===== config.mk =====
export PLATFORM = sky130hd
export DESIGN_NAME = instr_mem_loader
export DESIGN_NICKNAME = d
export VERILOG_FILES = /design/src/rtl/instr_mem_loader.sv
export SDC_FILE = /design/constraint.sdc
export NUM_CORES = 1
export LEC_CHECK = 0
export CAP_MARGIN = 10
export CORE_MARGIN = 5
export CORE_UTILIZATION = 23
export DETAILED_ROUTE_END_ITERATION = 16
export GPL_TIMING_DRIVEN = 0
export PLACE_DENSITY = 0.41
export SETUP_SLACK_MARGIN = 0.5
export SLEW_MARGIN = 20
export SYNTH_ARGS = -nofsm -noshare
export SYNTH_HDL_FRONTEND = slang
export SYNTH_SLANG_ARGS = --single-unit

===== constraint.sdc =====
create_clock -name i_clk -period 2.47 [get_ports i_clk]
set_input_delay 0.247 -clock i_clk [delete_from_list [all_inputs] [get_ports i_clk]]
set_output_delay 0.247 -clock i_clk [all_outputs]
set_load 0.005 [all_outputs]

===== src/rtl/instr_mem_loader.sv =====
// ---------------------------------------------------------------------------
// instr_mem_loader
//   Writer side of the instruction memory. Takes a program as a little-endian
//   byte stream (valid/ready), packs every 4 bytes into a 32-bit word, and
//   issues one word write per packed word. The core is held in reset until
//   the whole program has been written.
//
// Ports
//   i_clk, i_rst_n    clock (rising edge), asynchronous active-low reset
//   i_start           1-cycle pulse starting a load (honoured in IDLE/DONE/ERR)
//   i_len_words       number of words to load, sampled with i_start
//   i_byte_valid      i_byte carries a program byte
//   i_byte            program byte, lowest address first
//   o_byte_ready      loader accepts i_byte this cycle (state-only decode)
//   o_wr_en           1-cycle word write strobe
//   o_wr_adr          word-aligned byte address of the write
//   o_wr_data         packed word {b3,b2,b1,b0}, b0 = first byte received
//   o_busy            load in progress (RECV or WRITE)
//   o_done            load complete, held until the next accepted i_start
//   o_err             requested length too large, held until next i_start
//   o_cpu_rst_n       core reset, released only in DONE
// ---------------------------------------------------------------------------
module instr_mem_loader #(
  parameter int          DEPTH_BYTES = 128,
  parameter logic [31:0] BASE_ADDR   = 32'h0
) (
  input  logic        i_clk,
  input  logic        i_rst_n,
  input  logic        i_start,
  input  logic [15:0] i_len_words,
  input  logic        i_byte_valid,
  input  logic [7:0]  i_byte,
  output logic        o_byte_ready,
  output logic        o_wr_en,
  output logic [31:0] o_wr_adr,
  output logic [31:0] o_wr_data,
  output logic        o_busy,
  output logic        o_done,
  output logic        o_err,
  output logic        o_cpu_rst_n
);

  localparam logic [31:0] MAX_WORDS = 32'(DEPTH_BYTES / 4);

  typedef enum logic [2:0] {
    S_IDLE,
    S_RECV,
    S_WRITE,
    S_DONE,
    S_ERR
  } state_t;

  state_t      state, state_nxt;
  logic [15:0] word_cnt;
  logic [15:0] len_q;
  logic [1:0]  byte_cnt;
  logic [23:0] byte_buf;   // lanes 0..2; lane 3 goes straight into o_wr_data

  logic idle_like;
  logic start_load;
  logic accept;
  logic last_word;

  assign idle_like  = (state == S_IDLE) || (state == S_DONE) || (state == S_ERR);
  assign accept     = (state == S_RECV) && i_byte_valid;
  assign last_word  = (word_cnt + 16'd1) == len_q;
  assign start_load = idle_like && i_start && (state_nxt == S_RECV);

  // -------------------------------------------------------------------------
  // State register
  // -------------------------------------------------------------------------
  always_ff @(posedge i_clk or negedge i_rst_n) begin
    if (!i_rst_n) state <= S_IDLE;
    else          state <= state_nxt;
  end

  // -------------------------------------------------------------------------
  // Next state
  // -------------------------------------------------------------------------
  always_comb begin
    state_nxt = state;
    case (state)
      S_IDLE, S_DONE, S_ERR: begin
        if (i_start) begin
          if (i_len_words == 16'd0)                 state_nxt = S_DONE;
          else if ({16'd0, i_len_words} > MAX_WORDS) state_nxt = S_ERR;
          else                                      state_nxt = S_RECV;
        end
      end
      S_RECV: begin
        if (accept && (byte_cnt == 2'd3)) state_nxt = S_WRITE;
      end
      S_WRITE: begin
        state_nxt = last_word ? S_DONE : S_RECV;
      end
      default: state_nxt = S_IDLE;
    endcase
  end

  // -------------------------------------------------------------------------
  // Datapath: counters, byte packing, write address/data registers.
  // o_wr_adr/o_wr_data are loaded on the 4th byte so they are already stable
  // for the whole WRITE cycle and hold afterwards.
  // -------------------------------------------------------------------------
  always_ff @(posedge i_clk or negedge i_rst_n) begin
    if (!i_rst_n) begin
      word_cnt  <= '0;
      len_q     <= '0;
      byte_cnt  <= '0;
      byte_buf  <= '0;
      o_wr_adr  <= BASE_ADDR;
      o_wr_data <= '0;
    end else begin
      if (start_load) begin
        word_cnt <= '0;
        byte_cnt <= '0;
        len_q    <= i_len_words;
      end
      if (accept) begin
        byte_cnt <= byte_cnt + 2'd1;
        case (byte_cnt)
          2'd0: byte_buf[7:0]   <= i_byte;
          2'd1: byte_buf[15:8]  <= i_byte;
          2'd2: byte_buf[23:16] <= i_byte;
          default: begin
            o_wr_data <= {i_byte, byte_buf};
            o_wr_adr  <= BASE_ADDR + {14'd0, word_cnt, 2'b00};
          end
        endcase
      end
      if ((state == S_WRITE) && !last_word) word_cnt <= word_cnt + 16'd1;
    end
  end

  // -------------------------------------------------------------------------
  // State-decoded outputs (all driven from the state register)
  // -------------------------------------------------------------------------
  assign o_byte_ready = (state == S_RECV);
  assign o_wr_en      = (state == S_WRITE);
  assign o_busy       = (state == S_RECV) || (state == S_WRITE);
  assign o_done       = (state == S_DONE);
  assign o_err        = (state == S_ERR);
  assign o_cpu_rst_n  = (state == S_DONE);

endmodule


==> results.md, run 1 <==
* Run status: complete, but fails checks
* Failing checks: negative setup slack
* Peak supply drop at 0.000383 V
* Port Buffers at a little over 80
* Antenna violations before repair at 0
* Top cells by area, synth: dfrtp_1 52%, mux2_2 16%, buf_4 2.4%
* Cell accounting for the most synthesized area: dfrtp_1
* Worst Path Arrival at 2.79 ns
* Pre-CTS WS at -0.523 ns
* Commonest non-fill, non-tap cell in the layout: dfrtp_1
* Mean Syn Cell Area at roughly 12 µm²
* CTS buffer count at 9
* Placement Cell Area at 6550 µm²
* Hold_ws at 0.276 ns
* Reg-to-Reg Start: word_cnt[1]$_DFFE_PN0P_
* Grt total ovfl at 0
* Final Util at 0.338
* First-pass GRT wire length at ~23 mm
* Clock sink count at 109
* Sequence of cells on the critical path: ha_4, buf_8, buf_6, nand3_4, nor4_4, xnor2_1, nor3b_2, nand4b_1, buf_4, and2_4, a221o_1
* Die height at 161 µm
* Largest stage delay on the critical path at 0.41 ns
* Die area at 25900 µm²
* Most frequent cells in the layout: 105 x dfrtp_1, 71 x clkdlybuf4s50_1, 69 x mux2_2, 51 x buf_4, 23 x nand2_1
* Antenna diode count at 0
* Drc violations at 0
* Mapped Area at roughly 5200 µm²
* Min Clock Period, post-route at ~2.5 ns
* Clock Root Buffer: clkbuf_16
* Library cells used by synthesis at 63
* Crit end category: flip-flop
* Worst-skew pair later-pin latency at 0.37 ns
* Synth warn at 0
* Share of the synthesized area in the top cell type at 0.521
* GRT Resource Usage Total at 0.114
* Cell Pwr Density at 832 nW/µm²
* CTS tree: built
* Crit path max fanout at 5
* Final WS setup at -0.0748 ns
* CP required at 2.72 ns
* # rows at 55
* Vias per inst at 4.45
* Largest net degree at the start of global routing at 75
* Hold Crit Class: in -> reg
* Ys flop type: dfrtp_1
* CP Class: reg -> reg
* Starting Density at 0.233
* Die Span X at around 160 µm
* Worst-case clock buffer depth at 2
* Fin. Hold Viols at 0
* Crit path launch type: flip-flop
* Max-Cap Viols at 0
* Count of pins over their slew limit at 0
* Async set-or-reset flop fraction in the synthesized netlist at 1.00
* Final period util at 1.03
* Clock Skews at 0.0117 ns
* Share of post-route cells with drive strength above 1 at 0.391
* Leakage power at between 0.003 and 0.004 µW
* Fmax at 393 MHz
* Yosys reg bits at 109
* Via count at 3920
* H-tree depth at 3
* PnR Total Power at approximately 6300 µW
* Number of synthesized flops with an enable pin at 0
* Vias in the first global route at 4131
* Crit-path slowest cell: dfrtp_2
* Synthesized instance count at 445
* Core area at 22500 µm²
* Design Area, Final at between 7000 and 8000 µm²
* Detailed Route WL at 14.7 mm
* DRT iter0 DRCs at 123
* Endpoints failing setup at 12
* Clock transition at path regs at 0.08 ns
* HP Start: i_len_words[2]
* Crit. Startpoint: word_cnt[1]$_DFFE_PN0P_
* Routed len/inst at 16.7 µm
* Detailed Place HPWL at 10.1 mm
* IO Count at 98
* Register area share after synthesis at 0.521
* RSZ-0062 raised after global routing: true
* First-pass iteration count of the detailed router at 5
* Final GP Congestion at 0.782
* NumNets Final at between 600 and 700
* ANT nets after route at 0
* Layout area overhead at 45.3%
==> critical path: cells and delay by family (launching register included) <==
kind / cells / cell delay, ns
and+or+nand+nor: 5 / 1.06
adders and majority gates: 1 / 0.15
DFF: 1 / 0.41
xor gates and xnor gates: 1 / 0.14
buffers and inverters: 3 / 0.36
AOI/OAI and AO/OA: 1 / 0.30
==> final timing paths <==
check | end | slack [ns] | depth (start not counted)
max in group asynchronous | o_wr_data[23]$_DFFE_PN0P_ | 1.43 | 3
hold / removal | len_q[2]$_DFFE_PN0P_ | 0.28 | 2
hold reg to reg | o_wr_adr[7]$_DFFE_PN0P_ | 0.48 | 2
setup reg to reg | word_cnt[1]$_DFFE_PN0P_ | -0.07 | 11
min in group asynchronous | o_wr_adr[4]$_DFFE_PN0P_ | 0.34 | 2
setup / recovery | word_cnt[1]$_DFFE_PN0P_ | -0.07 | 11
==> registers in the layout (all words and copies together) (netlist names) <==
name and cells:
byte_buf 24, byte_cnt 2, len_q 16, o_wr_adr 16, o_wr_data 32, state 3
word_cnt 16
==> cell families after synthesis <==
kind of cell / share of synthesized area
AND/OR/NAND/NOR: 0.126
flip-flops: 0.521
multiplexers: 0.178
AO/OA/AOI/OAI: 0.0784
buffers and inverters: 0.0514
XOR/XNOR: 0.0318
adder cells (fa/ha/maj): 0.0119
other: 0.000716
==> cells in the mapped netlist, types with 2 or more instances <==
master	number
nand4_1	4
mux2_2	75
clkbuf_1	8
nand3_2	2
nor4b_1	2
buf_2	10
and2_1	5
o21ai_0	16
buf_4	17
nor4_4	2
xor2_1	8
nand3_1	11
nor3_1	9
and3_1	5
o31ai_1	8
nor2b_1	11
mux2i_1	9
inv_1	10
ha_1	5
o21a_1	2
dfrtp_1	109
nor4_1	3
a21oi_1	16
o21ai_1	4
nor2_1	14
xnor2_1	11
nand2_1	33
==> final cells by class <==
cell class	count	area, µm²
flip-flops and latches	109	2730
clock buffers	9	225
clock inverters	7	88.8
multi-input cells	302	2650
plain buffers	38	353
well taps	285	357
repair buffers	120	1160
fillers	2217	14900
inverters	11	43.8
==> report_power, final <==
group,leakage (µW),switching (µW),internal (µW)
sequential,0.00142,327,2300
combinational,0.00190,965,1230
clock,0.000152,780,730
total,0.00347,2070,4260
==> routing by layer <==
metal | global-route usage | part of all wire
met5 | 0 | 0
met4 | 0.0198 | 0.0053
met3 | 0.0490 | 0.076
met2 | 0.191 | 0.49
met1 | 0.140 | 0.43
==> timing repair <==
action	CTS	global route
endpoints found under the setup margin	114	83
cloned	1	1
buffers inserted	23	12
resized for setup	75	58
hold endpoints to repair	35	0
pin swaps	13	17
hold buffers	1	0
==> metrics by stage <==
step	setup TNS (ns)	cells
5_1_grt	-2.36	881
2_1_floorplan	0	460
4_1_cts	-0.127	868
3_5_place_dp	-14.05	827
6_report	-0.558	881
3_3_place_gp	-375.19	826
(Power assumes the default switching activity.)
==> run 2: changes to the inputs <==
--- a/config.mk
+++ b/config.mk
@@ -10,6 +10,7 @@
 export CORE_UTILIZATION = 23
 export DETAILED_ROUTE_END_ITERATION = 16
 export GPL_TIMING_DRIVEN = 0
+export HOLD_SLACK_MARGIN = 0.12
 export PLACE_DENSITY = 0.41
 export SETUP_SLACK_MARGIN = 0.5
 export SLEW_MARGIN = 20
==> results of run 2 <==
No change in the layout: final DEF, timing and power equal those of run 1.
==> run 3: changes to the inputs <==
--- a/config.mk
+++ b/config.mk
@@ -6,7 +6,7 @@
 export NUM_CORES = 1
 export LEC_CHECK = 0
 export CAP_MARGIN = 10
-export CORE_MARGIN = 5
+export CORE_MARGIN = 1.5
 export CORE_UTILIZATION = 23
 export DETAILED_ROUTE_END_ITERATION = 16
 export GPL_TIMING_DRIVEN = 0
==> constraint.sdc (replaced) <==
create_clock -name i_clk -period 2.47 [get_ports i_clk]
set_input_delay 0.247 -clock i_clk [delete_from_list [all_inputs] [get_ports i_clk]]
set_output_delay 0.247 -clock i_clk [all_outputs]
set_load 0.1 [all_outputs]
==> results.md, run 3 (synthesis results as in run 1) <==
* Peak supply drop at 0.000634 V (was 0.000383 V)
* Grt total ovfl at 0 (unchanged)
* CP required at 2.71 ns (was 2.72 ns)
* Antenna violations before repair at 0 (unchanged)
* Run status: complete, but fails checks (unchanged)
* Max reg flops at 32 (unchanged)
* Count of pins over their slew limit at 0 (unchanged)
* CTS buffer count at 9 (unchanged)
* Worst-skew pair later-pin latency at 0.36 ns (was 0.37 ns)
* Design Area, Final at 8050 µm² (was 7610 µm²)
* Vias in the first global route at 4027 (was 4131)
* HP Start: i_len_words[2] (unchanged)
* Largest net degree at the start of global routing at 78 (was 75)
* Slew HR at 0.326
* H-tree depth at 3 (unchanged)
* Die area at 23700 µm² (was 25900 µm²)
* ANT nets after route at 0 (unchanged)
* PnR Total Power at 8280 µW (was 6330 µW)
* Crit end category: flip-flop (unchanged)
* Share of post-route cells with drive strength above 1 at 0.411 (was 0.391)
* IO Count at 98 (unchanged)
* Fmax at 403 MHz (was 393 MHz)
* Placement Cell Area at 6710 µm² (was 6550 µm²)
* GRT Resource Usage Total at 0.120 (was 0.114)
* Final period util at 1.00 (was 1.03)
* DRT iter0 DRCs at 125 (was 123)
* Failing checks: negative setup slack (unchanged)
* Clock transition at path regs at 0.08 ns (about the same)
* Drc violations at 0 (unchanged)
* First-pass iteration count of the detailed router at 5 (unchanged)
* Reg-to-Reg Start: word_cnt[1]$_DFFE_PN0P_ (unchanged)
* Most frequent cells in the layout: 104 x dfrtp_1, 50 x buf_4, 49 x dlygate4sd2_1, 48 x mux2_4, 27 x mux2_2 (was 105 x dfrtp_1, 71 x clkdlybuf4s50_1, 69 x mux2_2, 51 x buf_4, 23 x nand2_1)
* Vias per inst at 4.44 (was 4.45)
* Layout area overhead at 53.7% (was 45.3%)
* Detailed Route WL at 14.7 mm (about the same)
* Max-Cap Viols at 0 (unchanged)
* Hold_ws at 0.191 ns (was 0.276 ns)
* Routed len/inst at 16.5 µm (was 16.7 µm)
* CP Class: reg -> reg (unchanged)
* Endpoints failing setup at 1 (was 12)
* Clock Root Buffer: clkbuf_16 (unchanged)
* Port Buffers at 81 (unchanged)
* Final Util at 0.358 (was 0.338)
* Top Registers: o_wr_data x32, byte_buf x24 (unchanged)
* Die Span X at 154 µm (was 161 µm)
* Worst-case clock buffer depth at 2 (unchanged)
* Detailed Place HPWL at 9.34 mm (was 10.1 mm)
* Core area at 22500 µm² (unchanged)
* Crit path launch type: flip-flop (unchanged)
* Final GP Congestion at 0.770 (was 0.782)
* Starting Density at 0.233 (unchanged)
* Commonest non-fill, non-tap cell in the layout: dfrtp_1 (unchanged)
* Clock sink count at 109 (unchanged)
* RSZ-0062 raised after global routing: true (unchanged)
* CTS tree: built (unchanged)
* # rows at 55 (unchanged)
* Fillers at 2203 (was 2217)
* Final WS setup at -0.00903 ns (was -0.0748 ns)
* Worst Tran Pin Value at 1.01 ns
* Worst Path Arrival at 2.72 ns (was 2.79 ns)
* Die height at 154 µm (was 161 µm)
* Antenna diode count at 0 (unchanged)
* Hold Crit Class: in -> reg (unchanged)
* Clock Skews at 0.0104 ns (was 0.0117 ns)
* Crit path max fanout at 5 (unchanged)
* Via count at 3958 (was 3920)
* Crit. Startpoint: word_cnt[1]$_DFFE_PN0P_ (unchanged)
* Leakage power at 0.00395 µW (was 0.00347 µW)
* Min Clock Period, post-route at 2.48 ns (was 2.54 ns)
* NumNets Final at 634 (was 624)
* First-pass GRT wire length at 22.1 mm (was 23.3 mm)
* Fin. Hold Viols at 0 (unchanged)
* Cell Pwr Density at 1030 nW/µm² (was 832 nW/µm²)
* Most flops, register: o_wr_data (unchanged)
## run 3: critical path: stages, from the launching register on
cell and delay, ns:
dfrtp_2 0.44, ha_4 0.17, buf_8 0.12, buf_6 0.11, o21ba_4 0.18, a22oi_2 0.19
nor2_4 0.07, a2111oi_4 0.32, nand4b_1 0.13, buf_4 0.17, and2_4 0.16, buf_8 0.14
a31o_1 0.17
## run 3: timing repair
action / in CTS / in global routing
resized for setup: 109 / 134
gates cloned: 1 / 6
hold endpoints to repair: 32 / 0
hold buffers: 1 / 0
setup endpoints to repair: 88 / 88
pin swaps: 18 / 22
setup buffers: 19 / 21
## run 3: final timing paths
check	end	slack (ns)	cells after the start
max	word_cnt[2]$_DFFE_PN0P_	-0.009	12
min	len_q[2]$_DFFE_PN0P_	0.19	2
max reg2reg	word_cnt[2]$_DFFE_PN0P_	-0.009	12
min reg2reg	o_wr_adr[6]$_DFFE_PN0P_	0.49	2
max in group asynchronous	o_wr_data[11]$_DFFE_PN0P_	1.42	3
min in group asynchronous	len_q[0]$_DFFE_PN0P_	0.35	2
## run 3: final cells by class
class                   instances  area, µm²  share of cell area
clock inverters                 6       83.8              0.0104
clock buffers                  10        239              0.0297
flip-flops and latches        109       2730               0.340
well taps                     285        357              0.0443
plain buffers                  38        429              0.0533
inverters                      11       48.8             0.00606
repair buffers                130       1320               0.164
multi-input cells             302       2840               0.353
## run 3: per-layer routing
layer  GRT usage  share of wire  vias to the layer above
met5           0              0                        -
met4      0.0319          0.011                        0
met3      0.0389          0.055                       16
met2       0.204           0.50                      106
met1       0.146           0.43                     1971
li1            -              -                     1865
## run 3: per-stage QoR
step	setup WS, ns	std cells	TNS, ns
after floorplan	0.0966	460	0
after global placement	-3.71	826	-364.18
after detailed placement	-0.622	827	-6.96
after CTS	0.0288	864	0
after global routing	-0.120	891	-1.54
final	-0.00903	891	-0.00903
## run 3: power breakdown
group | total, µW | switching (µW) | internal (µW)
combinational | 4050 | 2800 | 1260
clock | 1570 | 729 | 843
sequential | 2650 | 351 | 2300
